**config.mk**
```make
export PLATFORM = sky130hd
export DESIGN_NAME = cmd_word_assembler
export DESIGN_NICKNAME = d
export VERILOG_FILES = /design/src/rtl/cmd_pkg.sv /design/src/rtl/cmdasm_timeout.sv /design/src/rtl/cmd_word_assembler.sv
export SDC_FILE = /design/constraint.sdc
export NUM_CORES = 1
export LEC_CHECK = 0
export CORE_ASPECT_RATIO = 1.5
export CORE_MARGIN = 1.5
export CORE_UTILIZATION = 50
export CTS_BUF_LIST = sky130_fd_sc_hd__clkbuf_16
export CTS_CLUSTER_DIAMETER = 150
export DETAILED_ROUTE_END_ITERATION = 10
export HOLD_SLACK_MARGIN = 0.12
export PLACE_DENSITY = 0.8
export SLEW_MARGIN = 25
export SYNTH_ARGS = -nofsm -noshare
export SYNTH_HDL_FRONTEND = slang
export SYNTH_SLANG_ARGS = --single-unit
```
**constraint.sdc**
```tcl
create_clock -name clk_in -period 1.6 [get_ports clk_in]
set_input_delay 0.32 -clock clk_in [delete_from_list [all_inputs] [get_ports clk_in]]
set_output_delay 0.32 -clock clk_in [all_outputs]
set_load 0.03 [all_outputs]
```
**src/rtl/cmd_pkg.sv**
```systemverilog
// Shared command-path definitions: header constants and the assembler state encoding.
package cmd_pkg;

  localparam logic [15:0] HEADER       = 16'hC7E5;
  localparam logic [15:0] UPDATAHEADER = 16'hE97B;
  localparam logic [7:0]  HDR_B0       = 8'hC7;
  localparam logic [7:0]  HDR_B1       = 8'hE5;

  typedef enum logic {
    S_EMPTY,
    S_HALF
  } state_t;

endpackage

```
**src/rtl/cmdasm_timeout.sv**
```systemverilog
// Inter-byte timeout counter: clear, count-enable and an expire flag at TIMEOUT_CYCLES-1.
module cmdasm_timeout #(
  parameter int unsigned TIMEOUT_CYCLES = 1000
) (
  input  logic clk_in,
  input  logic rst,
  input  logic clr,
  input  logic en,
  output logic expire
);

  localparam int unsigned CntW = $clog2(TIMEOUT_CYCLES);

  logic [CntW-1:0] tmo_cnt;

  assign expire = (tmo_cnt == CntW'(TIMEOUT_CYCLES - 1));

  always_ff @(posedge clk_in) begin
    if (rst || clr) begin
      tmo_cnt <= '0;
    end else if (en && !expire) begin
      tmo_cnt <= tmo_cnt + 1'b1;
    end
  end

endmodule

```
**src/rtl/cmd_word_assembler.sv**
```systemverilog
// Packs a host byte stream into 16-bit words with timeout drop and C7,E5 header realignment.
// Define CMDASM_ERRCNT_EN to add the saturating err_cnt output.
module cmd_word_assembler
  import cmd_pkg::state_t;
  import cmd_pkg::S_EMPTY;
  import cmd_pkg::S_HALF;
#(
  parameter int unsigned TIMEOUT_CYCLES = 1000,
  parameter logic [7:0]  HDR_B0         = cmd_pkg::HDR_B0,
  parameter logic [7:0]  HDR_B1         = cmd_pkg::HDR_B1
`ifdef CMDASM_ERRCNT_EN
  ,
  parameter int unsigned CNT_W          = 16
`endif
) (
  input  logic        clk_in,
  input  logic        rst,
  input  logic [7:0]  byte_in,
  input  logic        byte_valid,
  input  logic        flush,
  output logic [15:0] ok2,
  output logic        data_valid,
  output logic        timeout_flag,
  output logic        realign_flag
`ifdef CMDASM_ERRCNT_EN
  ,
  output logic [CNT_W-1:0] err_cnt
`endif
);

  state_t     state;
  logic [7:0] lo_byte;
  logic [7:0] last_byte;
  logic       last_vld;
  logic       tmo_expire;
  logic       realign_hit;
  logic       tmo_hit;

  cmdasm_timeout #(
    .TIMEOUT_CYCLES(TIMEOUT_CYCLES)
  ) u_timeout (
    .clk_in(clk_in),
    .rst   (rst),
    .clr   (state == S_EMPTY),
    .en    (state == S_HALF && !byte_valid && !flush),
    .expire(tmo_expire)
  );

  always_comb begin
    realign_hit = (state == S_EMPTY) && byte_valid && !flush && last_vld &&
                  (last_byte == HDR_B0) && (byte_in == HDR_B1);
    tmo_hit     = (state == S_HALF) && !byte_valid && !flush && tmo_expire;
  end

  always_ff @(posedge clk_in) begin
    if (rst) begin
      state        <= S_EMPTY;
      ok2          <= '0;
      data_valid   <= 1'b0;
      timeout_flag <= 1'b0;
      realign_flag <= 1'b0;
      lo_byte      <= '0;
      last_byte    <= '0;
      last_vld     <= 1'b0;
    end else begin
      data_valid   <= 1'b0;
      timeout_flag <= 1'b0;
      realign_flag <= 1'b0;
      if (flush) begin
        state    <= S_EMPTY;
        last_vld <= 1'b0;
      end else if (realign_hit) begin
        ok2          <= {HDR_B1, HDR_B0};
        data_valid   <= 1'b1;
        realign_flag <= 1'b1;
        last_byte    <= byte_in;
        last_vld     <= (byte_in == HDR_B0);
      end else if (tmo_hit) begin
        timeout_flag <= 1'b1;
        last_vld     <= 1'b0;
        state        <= S_EMPTY;
      end else if (byte_valid) begin
        last_byte <= byte_in;
        if (state == S_EMPTY) begin
          lo_byte  <= byte_in;
          last_vld <= 1'b1;
          state    <= S_HALF;
        end else begin
          ok2        <= {byte_in, lo_byte};
          data_valid <= 1'b1;
          // A completing C7 stays eligible to start a realign on the next byte.
          last_vld   <= (byte_in == HDR_B0);
          state      <= S_EMPTY;
        end
      end
    end
  end

`ifdef CMDASM_ERRCNT_EN
  always_ff @(posedge clk_in) begin
    if (rst) begin
      err_cnt <= '0;
    end else if ((realign_hit || tmo_hit) && !(&err_cnt)) begin
      err_cnt <= err_cnt + 1'b1;
    end
  end
`endif

endmodule
```
==> results.toml, run 1 <==
[outcome]
status = "completed"

[place]
dp_cells = 300
placed_cell_area_um2 = 2550
port_buffers = 30
dp_hpwl_um = 3480
pre_cts_ws_ps = -359
gp_congestion = 0.943

[setup_path]
crit_arrival_ps = 1250
criticalPathCategory = "reg2out"
critPathSlowestCell = "clkdlybuf4s50_1"
worstPathRequired_ps = 1280
cp_max_fo = 1
cp-end-kind = "output pin"
slowest_delay_ps = 660
path_delay_family = "buffers and inverters"
cp_cell_sequence = "clkdlybuf4s50_1"
reg2reg_slack_ps = 80
path_buf_inv = 1
start_kind = "flip-flop"

[floorplanning]
die_h_um = 80.2
core_area_um2 = 3750
fp.dieW_um = 54.5
num_rows = 27
initial_utilization = 0.530
die_area_um2 = 4370
ioPinCount = 31

[timing]
max_freq_mhz = 637
slew_viol_final = 0
hold_viol_final = 0
slew_headroom = 0.734
rsz0062_at_grt = "no"
final-setup-viol-count = 0
finalWorstSetupSlack_ps = 31.3
worst_clock_skew_ps = 8.07
fin_crit_sh = 0.980
period_needed_ps = 1570
worst_pin_slew_ps = 388

[yosys]
synth_most_common_cell = "dfxtp_1"
synth-seq-cells = 47
yosysUniqueCellTypes = 47
synth_fp_nets = 217
synth_ff_type = "dfxtp_1"
synth.cell_area_um2 = 1990
syn_area_per_cell_um2 = 9.74
synth_area_leaders = "dfxtp_1 (47%), nand2_1 (7.9%), o221a_1 (5.7%)"
synth_top_area_frac = 0.474
synth_largest_area_cell = "dfxtp_1"
synth_edf_count = 0
synth_cells = 204
yosysSeqAreaShare = 0.474
netlist_top_cells_count = "dfxtp_1 (47), nand2_1 (42), nor2_1 (13)"
ys_warn_count = 0
synthArstFlopShare = 0

[clock_tree]
cts_tree = "done"
cts_made_buffers = 5
max-clock-path-buffers = 2
cts.sinks = 47
worstSkewPairLatency_ps = 280
h-tree-depth = 2
cts-root-buf = "clkbuf_16"
clkSlewWorstSetupHoldPaths_ps = 60

[route]
wirelength_um = 4650
drc = 0
vias = 1752
wl_per_cell_um = 15.1
ant_nets = 0
viasPerCell = 5.69
drtPass1Iterations = 4
drt_iter0_markers = 24

[global_routing]
antenna_found_initial = 0
gr-total-overflow = 0
grt_max_degree = 18
grtUsageTotal = 0.237
grt_pass1_wl_um = 7530
grt_pass1_vias = 1721

[cells_and_area]
diodes = 0
finalNetCount = 277
drive_gt1_frac = 0.200
fillers = 280
regArea_um2 = 941
area_delta_synth_final_pct = 36.0
multiInputGateArea_um2 = 997
instances_no_fill = 308
fin_area_um2 = 2700

[run]
drv_cap = 0

[power_and_ir_drop]
vdd_drop_max_v = 0.00101
power_density_nw_per_um2 = 899
leakage_nw = 1.20

[worst_hold_path]
hold_path_class = "in2reg"
## final cells by class
cell class,count,area share
Clock buffer,5,0.0463
Clock inverter,3,0.00556
Inverter,2,0.00278
Multi-Input combinational cell,145,0.369
Sequential cell,47,0.348
Tap cell,43,0.0199
Timing Repair Buffer,63,0.208
## tightest hold or removal path, cell delays in order
cell and delay, ps:
dlymetal6s2s_1 150, nand2_1 80, a21oi_1 60
## report_power, final
group          total (mW)  internal, mW  switching (mW)
logic               0.225         0.112           0.114
clock network       0.988         0.570           0.418
registers            1.22          1.20          0.0171
## path summary, 6_finish.rpt
path,start,to,cells after the start
worst max-delay path,timeout_flag$_SDFF_PP0_,timeout_flag,1
worst min-delay path,byte_in[4],last_byte[4]$_SDFFE_PP0P_,3
worst max register to register,u_timeout.tmo_cnt[0]$_SDFFE_PP0P_,last_vld$_SDFFE_PP0P_,5
worst min register to register,lo_byte[6]$_SDFFE_PP0P_,lo_byte[6]$_SDFFE_PP0P_,2
## per-stage QoR
step                 util  hold WS [ps]  power, mW  TNS, ps
global placement    0.680           440       1.46    -8330
detailed placement  0.680           450       1.47    -9500
finish              0.720           379       2.43        0
CTS                 0.715           461       2.44        0
global route        0.720           397       2.51        0
floorplan               -           398       1.35        0
## flip-flops by register name, summed over array words and instances, names as in the netlist
name               count
data_valid             1
ok2                   16
u_timeout.tmo_cnt     10
last_vld               1
realign_flag           1
state                  1
timeout_flag           1
lo_byte                8
last_byte              8
## timing repair
action / in CTS / in global routing
setup endpoints to repair: 28 / 27
buffers inserted: 0 / 0
hold buffers: 0 / 0
pin swaps: 4 / 2
gates resized for setup: 20 / 8
## cells by family (layout without fill, tap and decap cells)
family | Yosys count | after routing | share of synthesized area
AOI/OAI and AO/OA | 36 | 36 | 0.148
xor gates and xnor gates | 7 | 7 | 0.0309
adders and majority gates | 1 | 1 | 0.00630
buffers and inverters | 12 | 73 | 0.0302
DFF | 47 | 47 | 0.474
muxes | 11 | 11 | 0.0554
and+or+nand+nor | 90 | 90 | 0.256
## per-layer routing
metal | share of wire | global-route usage | vias up | wire (um)
met5 | 0 | 0 | - | 0
met4 | 0.025 | 0.123 | 0 | 117
met3 | 0.037 | 0.0483 | 13 | 173
met2 | 0.54 | 0.437 | 46 | 2530
met1 | 0.39 | 0.233 | 846 | 1830
li1 | - | - | 847 | -
## cell usage in the layout (no fill, tap or decap), types with 2 or more instances in the layout
cell type	instances
nor2_1	13
nand2_1	42
o221a_1	10
clkdlybuf4s50_1	7
or3_1	3
dlygate4sd2_1	16
clkinv_2	3
xnor2_1	2
mux2i_1	11
nand3_1	5
nand4_1	3
dlymetal6s2s_1	7
clkbuf_16	5
and2_1	2
xor2_1	5
dfxtp_1	47
inv_1	2
buf_4	31
a31o_1	3
and3_1	3
a21oi_1	11
o21ai_0	2
nand2b_1	3
o21ai_1	3
(Power assumes the default switching activity.)
==> run 2, diff against run 1 <==
--- a/config.mk
+++ b/config.mk
@@ -9,3 +9,3 @@
 export CORE_MARGIN = 1.5
-export CORE_UTILIZATION = 50
+export CORE_UTILIZATION = 52
 export CTS_BUF_LIST = sky130_fd_sc_hd__clkbuf_16
@@ -14,3 +14,3 @@
 export HOLD_SLACK_MARGIN = 0.12
-export PLACE_DENSITY = 0.8
+export PLACE_DENSITY = 0.83
 export SLEW_MARGIN = 25
--- a/constraint.sdc
+++ b/constraint.sdc
@@ -3,2 +3,2 @@
 set_output_delay 0.32 -clock clk_in [all_outputs]
-set_load 0.03 [all_outputs]
+set_load 0.01 [all_outputs]
==> results.toml, run 2 (synthesis results as in run 1) <==
[timing]
fin_crit_sh = 0.969
slew_viol_final = 0
fin_setup_tns_ps = 0
final-setup-viol-count = 0
hold_viol_final = 0
slew_headroom = 0.777
worst_pin_slew_ps = 326
max_freq_mhz = 645
period_needed_ps = 1550
worst_clock_skew_ps = 8.14
whs_ps = 376

[route]
viasPerCell = 5.67
wirelength_um = 4960
vias = 1736
drc = 0
wl_per_cell_um = 16.2
drtPass1Iterations = 4
ant_nets = 0
drt_iter0_markers = 33

[clock_tree]
h-tree-depth = 2
cts_tree = "done"
worstSkewPairLatency_ps = 290
holdBufCountCts = 0
cts-root-buf = "clkbuf_16"
clkSlewWorstSetupHoldPaths_ps = 60
cts_made_buffers = 5
cts.sinks = 47
max-clock-path-buffers = 2

[floorplanning]
num_rows = 27
fp.dieW_um = 53.5
die_area_um2 = 4210
core_area_um2 = 3650
ioPinCount = 31
initial_utilization = 0.545
die_h_um = 78.7

[setup_path]
critPathSlowestCell = "nor4b_4"
cp_max_fo = 5
worstPathRequired_ps = 1830
critPathLaunch = "last_byte[3]$_SDFFE_PP0P_"
path_buf_inv = 1
rr_startpoint = "last_byte[3]$_SDFFE_PP0P_"
start_kind = "flip-flop"
criticalPathCategory = "reg2reg"
slowest_delay_ps = 370
path_delay_family = "simple AND/OR/NAND/NOR gates"
crit_arrival_ps = 1780
cp-end-kind = "flip-flop"
cp_cell_sequence = "nor4b_4, nand3_2, o21ai_4, clkbuf_16, o221a_1"
reg2reg_slack_ps = 50

[cells_and_area]
instances_no_fill = 306
reg_top3 = "ok2: 16 flops, u_timeout.tmo_cnt: 10 flops"
largest_register_ffs = 16
finalNetCount = 275
final_cell_mix = "dfxtp_1 (47), nand2_1 (41), buf_4 (26)"
regMostFlops = "ok2"
diodes = 0
fin_area_um2 = 2780
area_delta_synth_final_pct = 40.1
drive_gt1_frac = 0.213
mostFrequentLayoutCell = "dfxtp_1"

[global_routing]
grtUsageTotal = 0.240
grt_pass1_wl_um = 7450
gr-total-overflow = 0
antenna_found_initial = 0
grt_pass1_vias = 1680
grt_max_degree = 20

[power_and_ir_drop]
vdd_drop_max_v = 0.000823
finalPower_mw = 2.59
leakage_nw = 1.11
power_density_nw_per_um2 = 932

[run]
drv_cap = 0

[worst_hold_path]
hold_path_class = "in2reg"
hold_path_startpoint = "byte_in[0]"

[place]
dp_cells = 295
placed_cell_area_um2 = 2520
port_buffers = 30
dp_hpwl_um = 3360
gp_congestion = 0.859

[outcome]
status = "completed"
==> run 2: cell types whose count changed in the layout (fill, tap and decap cells not counted), sizes merged <==
cell,change
dlygate4sd2,-14
buf,-3
dlymetal6s2s,-1
bufinv,+1
clkbuf,+1
clkinv,-1
clkdlybuf4s50,+15
==> run 2: what timing repair did <==
item	in CTS	in global routing
cloned	0	1
pin swaps	6	2
setup buffers	1	1
setup endpoints to repair	23	26
resized for setup	7	14
==> run 2: area by class of cell <==
| class | instances | area, um2 |
|---|---|---|
| multi-input combinational | 145 | 1020 |
| sequential | 47 | 941 |
| fill | 233 | 865 |
| timing repair buffer | 61 | 596 |
| clock buffer | 5 | 125 |
| tap | 43 | 53.8 |
| clock inverter | 3 | 38.8 |
| inverter | 2 | 7.51 |
==> run 2: metrics by stage <==
step,utilization,setup slack (ps)
floorplan,-,172
global placement,0.692,-323
detailed placement,0.692,-390
CTS,0.742,13.9
global route,0.763,-16.2
finish,0.763,49.0
==> run 2: final timing paths <==
check / endpoint / depth (start not counted)
worst min-delay path: lo_byte[0]$_SDFFE_PP0P_ / 3
worst max-delay path: ok2[2]$_SDFFE_PP0P_ / 5
worst min register to register: last_byte[6]$_SDFFE_PP0P_ / 2
worst max register to register: ok2[2]$_SDFFE_PP0P_ / 5
==> run 2: worst min-delay path, cell delays in order <==
cell            delay, ps
dlymetal6s2s_1        160
nand2_1                80
mux2i_1                60
==> run 2: power breakdown <==
group,total (mW),internal [mW],leakage [nW],switching [mW]
sequential,1.22,1.20,0.381,0.0173
combinational,0.220,0.115,0.645,0.105
clock,1.16,0.728,0.0812,0.429
total,2.59,2.04,1.11,0.552
==> run 2: per-layer routing <==
layer / GRT usage / routed length (um)
met3: 0.0508 / 155
met4: 0.108 / 95
met5: 0 / 0
met2: 0.430 / 2840
met1: 0.258 / 1860
